$ cat src/rtl/sm83_reg_sp.sv
// sm83_reg_sp: multi-byte SM83 stack pointer with byte-serial bus load/readout,
// increment/decrement and signed-offset add (ADD SP,e / LD HL,SP+e) with H/C flags.
// A one-cycle command handshake fronts a small sequencer so the core's sequencer
// never has to track byte order on multi-beat operations.
module sm83_reg_sp #(
   parameter int               WIDTH     = 16,
   parameter int               BUS_W     = 8,
   parameter logic [WIDTH-1:0] RESET_VAL = 16'hFFFE
) (
   input  logic             i_clk,
   input  logic             i_reset,
   input  logic             i_cmd_valid,
   output logic             o_cmd_ready,
   input  logic [2:0]       i_cmd,
   input  logic             i_pch,
   input  logic [BUS_W-1:0] i_bus_in,
   output logic [BUS_W-1:0] o_bus_out,
   output logic             o_bus_oe,
   output logic [WIDTH-1:0] o_sp,
   output logic             o_flag_h,
   output logic             o_flag_c,
   output logic             o_done
);

   localparam int            N      = WIDTH / BUS_W;
   localparam int            KW     = $clog2(N);
   localparam logic [KW-1:0] K_LAST = KW'(N - 1);

   typedef enum logic [1:0] {S_IDLE, S_WR, S_RD, S_ADD} state_t;
   // Codes 6 and 7 have no name and fall through to the NOP behaviour.
   typedef enum logic [2:0] {C_NOP, C_INC, C_DEC, C_WR, C_RD, C_ADDS} cmd_t;

   state_t           r_state, w_state_nxt;
   logic [KW-1:0]    r_k, w_k_nxt;
   logic [WIDTH-1:0] r_sp;
   logic [WIDTH-1:0] r_shadow;    // WR bytes, ADDS partial result, or RD snapshot
   logic             r_carry;     // carry between ADDS beats
   logic             r_sign;      // sign of the ADDS offset, extends the upper bytes
   logic             r_h_pend, r_c_pend;
   logic             r_flag_h, r_flag_c;
   logic             r_done;

   logic             w_accept, w_last;
   logic [BUS_W-1:0] w_sp_byte, w_sh_byte;
   logic [BUS_W-1:0] w_add_a, w_add_b;
   logic             w_add_cin, w_half;
   logic [BUS_W:0]   w_add_sum;
   logic [WIDTH-1:0] w_wr_word, w_add_word;

   assign w_accept = i_cmd_valid && (r_state == S_IDLE);
   assign w_last   = (r_k == K_LAST);

   // State register: sequencer state and beat counter.
   always_ff @(posedge i_clk) begin
      // NOTE: state is updated with non-blocking assignments so every flop samples
      // pre-edge values regardless of process ordering.
      if (i_reset) begin
         r_state <= S_IDLE;
         r_k     <= '0;
      end else begin
         r_state <= w_state_nxt;
         r_k     <= w_k_nxt;
      end
   end

   // Next-state logic: multi-beat commands leave IDLE, last beat returns to it.
   always_comb begin
      // NOTE: defaults first so no path through the case leaves a variable
      // unassigned, which would infer a latch.
      w_state_nxt = r_state;
      w_k_nxt     = r_k;
      case (r_state)
         S_IDLE: begin
            if (w_accept) begin
               case (i_cmd)
                  C_WR:    begin w_state_nxt = S_WR;  w_k_nxt = KW'(1); end
                  C_RD:    begin w_state_nxt = S_RD;  w_k_nxt = '0;     end
                  C_ADDS:  begin w_state_nxt = S_ADD; w_k_nxt = KW'(1); end
                  default: ;
               endcase
            end
         end
         S_WR, S_RD, S_ADD: begin
            if (w_last) begin
               w_state_nxt = S_IDLE;
               w_k_nxt     = '0;
            end else begin
               w_k_nxt = r_k + KW'(1);
            end
         end
         default: begin
            w_state_nxt = S_IDLE;
            w_k_nxt     = '0;
         end
      endcase
   end

   // Byte k of the committed SP and of the shadow register.
   always_comb begin
      w_sp_byte = '0;
      w_sh_byte = '0;
      for (int i = 0; i < N; i++) begin
         if (r_k == KW'(i)) begin
            w_sp_byte = r_sp[i*BUS_W +: BUS_W];
            w_sh_byte = r_shadow[i*BUS_W +: BUS_W];
         end
      end
   end

   // Byte-wide adder: low byte with the raw offset at accept, upper bytes with
   // the sign extension and the carry registered from the previous beat.
   always_comb begin
      if (r_state == S_ADD) begin
         w_add_a   = w_sp_byte;
         w_add_b   = {BUS_W{r_sign}};
         w_add_cin = r_carry;
      end else begin
         w_add_a   = r_sp[BUS_W-1:0];
         w_add_b   = i_bus_in;
         w_add_cin = 1'b0;
      end
      w_add_sum = {1'b0, w_add_a} + {1'b0, w_add_b} + {{BUS_W{1'b0}}, w_add_cin};
      // Carry into bit 4 equals the carry out of bit 3.
      w_half    = w_add_a[4] ^ w_add_b[4] ^ w_add_sum[4];
   end

   // Full words committed on the last WR / ADDS beat.
   always_comb begin
      w_wr_word                      = r_shadow;
      w_wr_word[WIDTH-1 -: BUS_W]    = i_bus_in;
      w_add_word                     = r_shadow;
      w_add_word[WIDTH-1 -: BUS_W]   = w_add_sum[BUS_W-1:0];
   end

   // Datapath: SP, shadow, ADDS carry/flags and the done pulse.
   always_ff @(posedge i_clk) begin
      if (i_reset) begin
         r_sp     <= RESET_VAL;
         // NOTE: the shadow is cleared on reset so a WR cut short by reset can
         // never leak a stale byte into a later commit.
         r_shadow <= '0;
         r_carry  <= 1'b0;
         r_sign   <= 1'b0;
         r_h_pend <= 1'b0;
         r_c_pend <= 1'b0;
         r_flag_h <= 1'b0;
         r_flag_c <= 1'b0;
         r_done   <= 1'b0;
      end else begin
         r_done <= 1'b0;
         case (r_state)
            S_IDLE: begin
               if (w_accept) begin
                  case (i_cmd)
                     C_INC: begin
                        r_sp   <= r_sp + WIDTH'(1);
                        r_done <= 1'b1;
                     end
                     C_DEC: begin
                        r_sp   <= r_sp - WIDTH'(1);
                        r_done <= 1'b1;
                     end
                     C_WR:  r_shadow[BUS_W-1:0] <= i_bus_in;
                     C_RD:  r_shadow <= r_sp;
                     C_ADDS: begin
                        r_shadow[BUS_W-1:0] <= w_add_sum[BUS_W-1:0];
                        r_carry  <= w_add_sum[BUS_W];
                        r_sign   <= i_bus_in[BUS_W-1];
                        r_h_pend <= w_half;
                        r_c_pend <= w_add_sum[BUS_W];
                     end
                     default: r_done <= 1'b1;
                  endcase
               end
            end
            S_WR: begin
               if (w_last) begin
                  r_sp   <= w_wr_word;
                  r_done <= 1'b1;
               end else begin
                  for (int i = 0; i < N; i++)
                     if (r_k == KW'(i)) r_shadow[i*BUS_W +: BUS_W] <= i_bus_in;
               end
            end
            S_ADD: begin
               if (w_last) begin
                  r_sp     <= w_add_word;
                  r_flag_h <= r_h_pend;
                  r_flag_c <= r_c_pend;
                  r_done   <= 1'b1;
               end else begin
                  for (int i = 0; i < N; i++)
                     if (r_k == KW'(i)) r_shadow[i*BUS_W +: BUS_W] <= w_add_sum[BUS_W-1:0];
                  r_carry <= w_add_sum[BUS_W];
               end
            end
            default: ;
         endcase
      end
   end

   // Bus drive: RD bytes win over precharge; nothing is driven during reset.
   always_comb begin
      o_bus_out = '0;
      o_bus_oe  = 1'b0;
      if (!i_reset) begin
         if (r_state == S_RD) begin
            o_bus_out = w_sh_byte;
            o_bus_oe  = 1'b1;
         end else if (i_pch) begin
            o_bus_out = '1;
            o_bus_oe  = 1'b1;
         end
      end
   end

   assign o_cmd_ready = (r_state == S_IDLE);
   assign o_done      = r_done | ((r_state == S_RD) && w_last);
   assign o_sp        = r_sp;
   assign o_flag_h    = r_flag_h;
   assign o_flag_c    = r_flag_c;

endmodule

$ cat config.mk
export PLATFORM = sky130hd
export DESIGN_NAME = sm83_reg_sp
export DESIGN_NICKNAME = d
export VERILOG_FILES = /design/src/rtl/sm83_reg_sp.sv
export SDC_FILE = /design/constraint.sdc
export NUM_CORES = 1
export LEC_CHECK = 0
export BUFFER_PORTS_ARGS = -buffer_cell sky130_fd_sc_hd__buf_2
export CAP_MARGIN = 30
export CORE_MARGIN = 5
export CORE_UTILIZATION = 25
export CTS_CLUSTER_SIZE = 20
export DETAILED_ROUTE_END_ITERATION = 7
export GPL_ROUTABILITY_DRIVEN = 0
export SYNTH_ARGS = -nofsm -noshare
export SYNTH_HDL_FRONTEND = slang
export SYNTH_SLANG_ARGS = --single-unit
$ cat constraint.sdc
create_clock -name i_clk -period 3.1 [get_ports i_clk]
set_input_delay 0.31 -clock i_clk [delete_from_list [all_inputs] [get_ports i_clk]]
set_output_delay 0.31 -clock i_clk [all_outputs]
set_load 0.02 [all_outputs]
==> results of run 1 <==
## cells by family after synthesis
group,synth area share [%]
compound gates,31.4
xor+xnor,4.26
fa+ha+maj,9.24
buf+inv,4.69
flops,24.1
mux,5.51
simple gates,20.8
## sequential cells by signal, summed over array words and instances, names as in the netlist
register	cells
o_flag_c	1
o_flag_h	1
o_sp	16
r_c_pend	1
r_carry	1
r_done	1
r_h_pend	1
r_k	1
r_shadow	16
r_sign	1
r_state	2
## cells in the final DEF, fill, tap and decap left out, drive strengths merged, types with 11 or more instances in the layout
cell     n
a211oi  15
mux2i   17
nor2    44
nand2b  11
a21oi   47
dfxtp   42
nand2   54
ha      21
a21o    19
o21ai   20
buf     60
## area by class of cell
| class | instances | area, um^2 | area share (%) |
|---|---|---|---|
| clock buffers | 7 | 143 | 3.48 |
| clock inverters | 1 | 5.00 | 0.122 |
| inverters | 10 | 37.5 | 0.916 |
| multi-input cells | 373 | 2500 | 61.1 |
| flip-flops and latches | 42 | 842 | 20.5 |
| well taps | 180 | 225 | 5.49 |
| repair buffers | 60 | 343 | 8.36 |
## power by group through the flow
stage,logic [mW],clock network (mW),registers [mW]
after floorplan,0.450,0,0.632
after global placement,0.618,0,0.638
after detailed placement,0.626,0,0.638
after CTS,0.631,0.552,0.626
after global routing,0.702,0.576,0.631
final,0.638,0.542,0.628
## critical path, stage by stage (launching register included)
cell                      delay, ns
sky130_fd_sc_hd__dfxtp_1       0.42
sky130_fd_sc_hd__buf_4         0.19
sky130_fd_sc_hd__and3_1        0.19
sky130_fd_sc_hd__a21o_1        0.11
sky130_fd_sc_hd__fa_1          0.22
sky130_fd_sc_hd__inv_1         0.06
sky130_fd_sc_hd__fa_1          0.40
sky130_fd_sc_hd__nor2b_1       0.17
sky130_fd_sc_hd__o31a_1        0.18
sky130_fd_sc_hd__buf_4         0.14
sky130_fd_sc_hd__nor2_1        0.04
sky130_fd_sc_hd__a22o_1        0.23
sky130_fd_sc_hd__o21a_1        0.19
sky130_fd_sc_hd__a221o_1       0.31
## cell usage after synthesis (3+ instances only)
| library cell | n |
|---|---|
| sky130_fd_sc_hd__o32ai_1 | 3 |
| sky130_fd_sc_hd__xor2_1 | 10 |
| sky130_fd_sc_hd__xnor2_1 | 7 |
| sky130_fd_sc_hd__and3_1 | 8 |
| sky130_fd_sc_hd__nand2_1 | 54 |
| sky130_fd_sc_hd__a211oi_1 | 15 |
| sky130_fd_sc_hd__ha_1 | 21 |
| sky130_fd_sc_hd__a221oi_1 | 4 |
| sky130_fd_sc_hd__o31ai_1 | 5 |
| sky130_fd_sc_hd__nor3_1 | 6 |
| sky130_fd_sc_hd__clkbuf_1 | 12 |
| sky130_fd_sc_hd__o211ai_1 | 9 |
| sky130_fd_sc_hd__buf_2 | 10 |
| sky130_fd_sc_hd__o31a_1 | 3 |
| sky130_fd_sc_hd__o21a_1 | 7 |
| sky130_fd_sc_hd__mux2i_1 | 17 |
| sky130_fd_sc_hd__a211o_1 | 6 |
| sky130_fd_sc_hd__a21o_1 | 19 |
| sky130_fd_sc_hd__nor2_1 | 44 |
| sky130_fd_sc_hd__dfxtp_1 | 42 |
| sky130_fd_sc_hd__o21bai_1 | 3 |
| sky130_fd_sc_hd__nand3_1 | 6 |
| sky130_fd_sc_hd__inv_1 | 10 |
| sky130_fd_sc_hd__nand2b_1 | 11 |
| sky130_fd_sc_hd__nor2b_1 | 7 |
| sky130_fd_sc_hd__a21oi_1 | 47 |
| sky130_fd_sc_hd__nor3b_1 | 9 |
| sky130_fd_sc_hd__buf_4 | 3 |
| sky130_fd_sc_hd__and2_1 | 3 |
| sky130_fd_sc_hd__o21ai_0 | 17 |
| sky130_fd_sc_hd__fa_1 | 3 |
| sky130_fd_sc_hd__a311oi_1 | 3 |
## worst min-delay path by stage
| stage | from | endpoint | cells after the start |
|---|---|---|---|
| 6_report | i_bus_in[7] | r_sign$_SDFFE_PP0P_ | 3 |
| 5_1_grt | i_bus_in[7] | r_sign$_SDFFE_PP0P_ | 3 |
| 4_1_cts | i_bus_in[7] | r_sign$_SDFFE_PP0P_ | 3 |
| 3_5_place_dp | r_h_pend$_SDFFE_PP0P_ | o_flag_h$_SDFFE_PP0P_ | 2 |
| 3_3_place_gp | r_h_pend$_SDFFE_PP0P_ | o_flag_h$_SDFFE_PP0P_ | 2 |
| 2_1_floorplan | r_c_pend$_SDFFE_PP0P_ | o_flag_c$_SDFFE_PP0P_ | 2 |
## stage by stage
stage               hold slack [ns]  worst slack (ns)  cells
floorplan                     0.432            0.0283    452
global placement              0.443             0.205    665
detailed placement            0.448            0.0851    665
finish                        0.333             0.142    673
global route                  0.391          -0.00507    673
CTS                           0.328            0.0464    673
## layer usage
layer	wire length [um]	global-route usage [%]	part of all wire, %	vias up
met3	779	2.33	6.4	28
met5	0	0	0	-
met4	481	5.24	4.0	0
met2	5590	23.8	46	156
li1	-	-	-	1744
met1	5270	19.5	43	1724
## timing repair
item                                    CTS  global route
hold buffers                              0             0
endpoints found under the setup margin    0             8
resized for setup                         0             4
==> results by stage, run 1 <==
CTS:
- The number of CTS-inserted buffers is 5.
- In this run the deepest clock path goes through 2 buffers.
- Post-CTS timing repair inserted 0 buffers for setup.
- TritonCTS built the clock tree.
- After clock tree synthesis, the clock-pin slew on the worst setup and hold paths is 0.06 ns.
- For the worst-skew pair, the clock arrives at the later sink with an insertion delay of 0.28 ns.
- Clock tree synthesis selected as its root buffer the cell sky130_fd_sc_hd__clkbuf_16.
- The clock sink count is 42.
- In this run the number of H-tree levels came out at 2.

Timing:
- For the pin with the worst max-slew slack, the measured transition is 0.893 ns.
- Static timing analysis puts the maximum clock frequency at 338 MHz.
- The number of max-slew violations in the final report was 0.
- The share of the clock period used by the worst path is 95.4%.
- The worst clock skew on the final layout is 0.00165 ns.
- Setup violations remaining at the end of the flow were counted as 0.
- The final hold violation count came to 0.
- Summed over all failing endpoints, the final setup total negative slack is 0 ns.
- The routed design could run at a clock period as short as 2.96 ns.
- Setup repair after global routing could not meet its margin everywhere.
- The max-slew headroom at the worst pin is 40.5%.

Yosys:
- The most used flip-flop cell after synthesis is sky130_fd_sc_hd__dfxtp_1.
- The area of the mapped netlist is 3490 um^2.
- The synthesized area per cell is 7.73 um^2.
- After synthesis, flip-flops and latches occupy 24.1% of the total area.
- The area fraction of the dominant cell type after synthesis is 24.1%.
- In this run, synthesis inferred 0 flip-flops with an integrated enable.
- The Yosys step of the flow raised 0 warnings.
- The share of synthesized registers carrying an async set or reset is 0%.
- Synthesis inferred 42 register bits.
- The number of instances in the synthesized netlist is 452.
- The number of distinct library cells after synthesis is 57.
- The total nets after synthesis is 491.
- The biggest area consumer among synthesized cells is sky130_fd_sc_hd__dfxtp_1.
- In the post-synthesis netlist, the biggest area contributors are sky130_fd_sc_hd__dfxtp_1 24%, sky130_fd_sc_hd__ha_1 7.5%, sky130_fd_sc_hd__a21oi_1 6.7%.

Floorplanning:
- The chip height is 128 um.
- The floorplan step defined a die boundary enclosing 16,400 um^2.
- The initialized floorplan defines 43 standard-cell rows.
- The region available for standard cell placement spans 13,800 um^2.
- The die span in x is 128 um.
- Once the floorplan was initialized, standard cells occupied 25.4% of the core.
- 44 I/O pins were placed.

Power and ir drop:
- In this run, the clock network consumes 30.0% of the power.
- The total net switching power is 0.656 mW.
- The post-route total power is 1.81 mW.
- The switching share of power is 36.3%.
- The leakage power figure is 1.68 nW.
- Power spread over the standard cell area amounts to 441 nW/um^2.
- Sequential cells burn 34.7% of the power.
- The internal power consumption is 1.15 mW.
- Across the VDD grid, the largest voltage drop is 206 uV.
- The combinational power share is 35.3%.

Route:
- The detail route stage leaves a number of antenna-violating nets equal to 0.
- The per-cell routed wire length is 18.0 um.
- The final layout contains routed wiring with a total length of 12,100 um.
- The DRC violation count after routing is 0.
- The detailed-router iteration count before antenna repair is 7.
- In the routed layout, each cell is associated on average with a via count of 5.43.
- The final route contains 3,652 vias.
- The number of violations reported at the end of detailed-routing iteration 0 is 329.

Final layout:
- The final instance area is 4100 um^2.
- Of the cells placed in the final design, the portion with a size suffix greater than 1 is 16.8%.
- Once layout is complete, the utilization of the core stands at 29.8%.
- The antenna diode count is 0.
- Fill cells in the final layout number 1,522.
- The area overhead of the layout relative to synthesis is 17.3%.
- The number of nets in the finished design is 531.

GRT:
- The largest net degree at the start of global routing is 48.
- The residual overflow from global routing is 0.
- The wire length of the first global-routing pass is 19,200 um.
- The all-layer global routing usage is 14.6%.
- The number of antenna violations at the first check in global routing is 0.
- The via count of the first global-routing pass is 3,496.

Flow run:
- The total of max-cap violations is 0.

Setup path:
- The maximum fanout along the worst path is 8.
- Across all register-to-register paths, the minimum setup slack is 0.14 ns.
- The worst setup path is captured at a register.
- The data required time of the critical path is 3.27 ns.
- The terminus of the critical flop-to-flop path is o_sp[12]$_SDFFE_PP1P_.
- For the worst setup path, the data arrival time is 3.13 ns.
- The startpoint type of the worst setup path is a register.
- The critical path is of the reg2reg type.
- The critical path ends at o_sp[12]$_SDFFE_PP1P_.
- The worst setup path startpoint is r_state[1]$_SDFFE_PP0P_.
- The worst register-to-register path begins at r_state[1]$_SDFFE_PP0P_.
- Measured in cells, the most critical reg-to-reg path has a length of 13.

Run status:
- The run finished with clean final reports.

Place:
- Port buffering added 43 buffers.
- After legalization and detailed placement, the total HPWL measured 9280 um.
- Summing all placed instances gives a cell area of 3940 um^2.

Hold path:
- The min-delay analysis places its worst path in the category in2reg.
(Power assumes the default switching activity.)
==> run 2, diff against run 1 <==
- ABC_AREA: default -> 1
==> run 2 against run 1 <==
Against the previous run:
- routed wire length is 1.2% lower
- clock skew up 0.0028 ns
- combinational power increased by 31%
- non-clock buffer count fell by 3
- critical endpoint unchanged
- global-route usage is 0.46 points lower
- sequential cell count unchanged
- worst setup slack better by 0.24 ns
- sequential power is 3% higher
- first-iteration DRC count rose by 5.5%
==> results by stage, run 2 <==
Yosys:
- The biggest area consumer among synthesized cells is sky130_fd_sc_hd__dfxtp_1.
- After synthesis, the cell types taking the most area are sky130_fd_sc_hd__dfxtp_1 23%, sky130_fd_sc_hd__nand2_1 20%, sky130_fd_sc_hd__inv_1 11%.
- The area of the mapped netlist is 3640 um^2 (+4.2%).
- The flip-flop and latch count after synthesis is 42 (unchanged).
- The area fraction of the dominant cell type after synthesis is 23.1% (-0.97 points).
- The count of flip-flops with a built-in enable after synthesis came to 0 (unchanged).
- The number of distinct library cells after synthesis came to 34 (-40%).
- The yosys synthesis warning count was 0 (unchanged).
- The total nets after synthesis is 655 (+33%).
- The share of synthesized registers carrying an async set or reset was 0% (unchanged).
- The dominant register cell in the synthesized netlist is sky130_fd_sc_hd__dfxtp_1.
- The number of instances in the synthesized netlist came to 616 (+36%).
- By count the netlist is led by 195 x sky130_fd_sc_hd__nand2_1, 106 x sky130_fd_sc_hd__inv_1, 51 x sky130_fd_sc_hd__a21oi_1, 45 x sky130_fd_sc_hd__nand3_1, 42 x sky130_fd_sc_hd__dfxtp_1.
- The most common cell in the synthesized netlist is sky130_fd_sc_hd__nand2_1.
- The proportion of synthesized chip area in sequential cells is 23.1% (-0.97 points).
- The synthesized area per cell is 5.91 um^2 (-24%).

Timing:
- The transition at the pin with the smallest max-transition slack is 0.679 ns (-0.214 ns).
- The final hold violation count is 0 (unchanged).
- The accumulated negative setup slack is 0 ns (unchanged).
- The highest attainable clock frequency came to 368 MHz (+9.0%).
- Setup repair after global routing left no endpoint under its margin.
- The max-slew headroom at the worst pin is 54.4% (+14 points).
- The time the worst path needs with I/O delays and setup was 2.71 ns (-0.244 ns).
- The number of endpoints failing setup at the final stage came to 0 (unchanged).
- The share of the clock period used by the worst path is 87.6% (-7.9 points).
- The final setup slack of the worst path is 0.385 ns (+0.244 ns).
- The worst clock skew on the final layout was 0.00440 ns (+0.00276 ns).
- The number of max-slew violations in the final report is 0 (unchanged).

Final layout:
- The antenna diode count is 0 (unchanged).
- The library cells used most frequently in the layout, excluding fill and tap cells, are 195 x sky130_fd_sc_hd__nand2_1, 106 x sky130_fd_sc_hd__inv_1, 51 x sky130_fd_sc_hd__a21oi_1.
- The number of nets in the finished design came to 703 (+32%).
- The number of filler cells placed in the layout is 1,643 (+8.0%).
- The ratio of cells with drive above 1 in the final layout was 11.7% (-5.1 points).
- The area overhead of the layout relative to synthesis is 17.5%.
- Leaving out fill and tap cells, the most frequent cell in the layout is sky130_fd_sc_hd__nand2_1.

Floorplanning:
- The site row count was 44 (+2.3%).
- The full die area was 17,100 um^2 (+3.9%).
- The chip height was 131 um (+1.9%).
- The die span in x is 131 um (+1.9%).
- The number of ports placed on the die boundary came to 44 (unchanged).
- The area of the core region is 14,400 um^2 (+4.7%).
- The initial standard-cell utilization of the core is 25.2% (-0.13 points).

GRT:
- The largest net degree at the start of global routing was 35 (-27%).
- The residual overflow from global routing is 0 (unchanged).
- The all-layer global routing usage came to 14.2% (-0.46 points).
- The via count of the first global-routing pass is 3,696 (+5.7%).
- The number of antenna violations at the first check in global routing is 0 (unchanged).
- The wire length of the first global-routing pass is 19,200 um (+0.14%).

CTS:
- The master cell of the clock root buffer is sky130_fd_sc_hd__clkbuf_16.
- The depth of the CTS H-tree is 2 (unchanged).
- The CTS tree is yes.
- The number of instances resized during post-cts repair is 0 (unchanged).
- The clock transition at the register clock pins on the worst setup and hold paths after CTS is 0.06 ns (about the same).
- The clock sink count came to 42 (unchanged).
- The insertion delay to the later sink of the worst-skew pair was 0.28 ns (about the same).
- The buffer count from post-CTS setup fixing was 0 (unchanged).
- The number of buffers on the longest clock path is 2 (unchanged).
- The number of CTS-inserted buffers is 5 (unchanged).
- The hold buffer count at cts was 0 (unchanged).

Route:
- The number of antenna-violating nets in the routed design came to 0 (unchanged).
- The per-cell routed wire length came to 14.1 um (-22%).
- The number of violations reported at the end of detailed-routing iteration 0 is 347 (+5.5%).
- The total number of vias is 3,961 (+8.5%).
- The routed via count divided by cell count is 4.67 (-14%).
- The DRC violation count after routing is 0 (unchanged).
- The detailed-router iteration count before antenna repair was 5 (-2).
- The aggregate routed wire length came to 12,000 um (-1.2%).

Setup path:
- The delay of the slowest cell on the worst path is 0.43 ns (about the same).
- The startpoint of the worst register-to-register path is r_state[1]$_SDFFE_PP0P_.
- The library cell appearing most often on the critical path is sky130_fd_sc_hd__nand2_1.
- The critical path is of the reg2reg type.
- The count of buffer and inverter cells on the critical path came to 4 (+1).
- The startpoint type of the worst setup path is a register.
- The largest individual stage delay along the critical path comes from the cell sky130_fd_sc_hd__dfxtp_1.
- The terminus of the critical flop-to-flop path is o_sp[12]$_SDFFE_PP1P_.
- Broken down by cell family, the worst path's largest delay share belongs to simple AND/OR/NAND/NOR gates.
- Walking the worst path, the cells encountered are nand2_1, inv_1, nand2_1, o21ai_0, fa_1, inv_1, fa_1, inv_1, nand2_1, nand2_1, nand2_1, nand2_1, nand2_1, nand3_1, o21ai_0, inv_1, nand2_1, nand2_1, nand2_1.
- The worst endpoint data arrival time is 2.89 ns (-0.24 ns).
- The worst reg-to-reg setup slack came to 0.39 ns (+0.24 ns).
- The kind of capture point of the worst setup path is a register.
- The depth of the worst register-to-register path is 19 (+6).
- The maximum fanout along the worst path is 8 (unchanged).
- The data required time of the critical path was 3.28 ns (about the same).

Hold path:
- The path class of the tightest hold or removal check is in2reg.
- The end point of the worst hold path is r_sign$_SDFFE_PP0P_.
- The critical hold path startpoint is i_bus_in[7].
- The worst hold path cell count is 3 (unchanged).

Place:
- The worst slack at placement is 0.397 ns (+0.312 ns).
- The HPWL after detailed placement is 9650 um (+3.9%).
- The count of buffers from port buffering was 43 (unchanged).

Power and ir drop:
- The leakage power figure came to 2.22 nW (+32%).
- The power density over the cells is 489 nW/um^2 (+11%).
- The largest vdd supply drop was 261 uV (+27%).

Run status:
- The flow ran to the end, and the final reports show no timing, DRC or antenna violations.

Flow run:
- The total of max-cap violations is 0 (unchanged).
run 2: cell types whose count changed after synthesis, sizes merged, moves of 7 or more:
| cell | delta |
|---|---|
| and3 | -8 |
| nand2 | +144 |
| nor3b | -10 |
| nand3 | +38 |
| o21ai | +24 |
| nand2b | -11 |
| mux2i | -17 |
| nor2b | -7 |
| o21a | -7 |
| nor2 | -7 |
| a21o | -19 |
| xor2 | -7 |
| inv | +100 |
run 2: worst max path at each step:
stage / from / end / cells past startpoint
after floorplan: r_state[1]$_SDFFE_PP0P_ / o_sp[12]$_SDFFE_PP1P_ / 18
after global placement: r_state[1]$_SDFFE_PP0P_ / o_sp[12]$_SDFFE_PP1P_ / 19
after detailed placement: r_state[1]$_SDFFE_PP0P_ / o_sp[12]$_SDFFE_PP1P_ / 19
after CTS: r_state[1]$_SDFFE_PP0P_ / o_sp[12]$_SDFFE_PP1P_ / 19
after global routing: r_state[1]$_SDFFE_PP0P_ / o_sp[12]$_SDFFE_PP1P_ / 19
final: r_state[1]$_SDFFE_PP0P_ / o_sp[12]$_SDFFE_PP1P_ / 19
run 2: logic make-up (layout without fill, tap and decap cells):
kind of cell / after synthesis / count (layout) / share of synthesized area (%)
DFF: 42 / 42 / 23.1
AOI/OAI and AO/OA: 125 / 125 / 19.1
buffers and inverters: 126 / 174 / 13.6
and+or+nand+nor: 291 / 291 / 33.4
adders and majority gates: 24 / 24 / 8.87
xor gates and xnor gates: 8 / 8 / 1.92
run 2: per-layer routing:
layer  up-vias  global-route usage (%)  wire length (um)
li1       2064                       -                 -
met1      1762                    21.0              5960
met2       123                    21.8              5150
met3        12                    2.48               742
met4         0                    2.54               122
met5         -                       0                 0
run 2: layout make-up:
type | count | area [um^2] | share of cell area (%)
flip-flops and latches | 42 | 841 | 19.7
multi-input cells | 448 | 2300 | 53.9
well taps | 184 | 230 | 5.38
clock buffers | 6 | 139 | 3.25
repair buffers | 57 | 320 | 7.49
clock inverters | 1 | 30.0 | 0.702
inverters | 110 | 413 | 9.65
run 2: metrics by stage:
stage	total power [mW]	std cells	util [%]	instance area, um^2	hold WS, ns
after floorplan	1.24	616	-	3640	0.410
after global placement	1.48	841	28.5	4110	0.453
after detailed placement	1.48	841	28.5	4110	0.458
after CTS	2.09	848	29.6	4280	0.371
after global routing	2.23	848	29.6	4280	0.409
final	2.09	848	29.6	4280	0.375
run 2: power by group:
part	switching (mW)	internal, mW	total, mW
clock network	0.211	0.398	0.609
logic	0.548	0.288	0.835
registers	0.0570	0.588	0.645
total	0.816	1.27	2.09
run 2: tightest hold or removal path: stages:
cell	delay [ns]
sky130_fd_sc_hd__buf_2	0.10
sky130_fd_sc_hd__inv_1	0.08
sky130_fd_sc_hd__a21oi_1	0.13
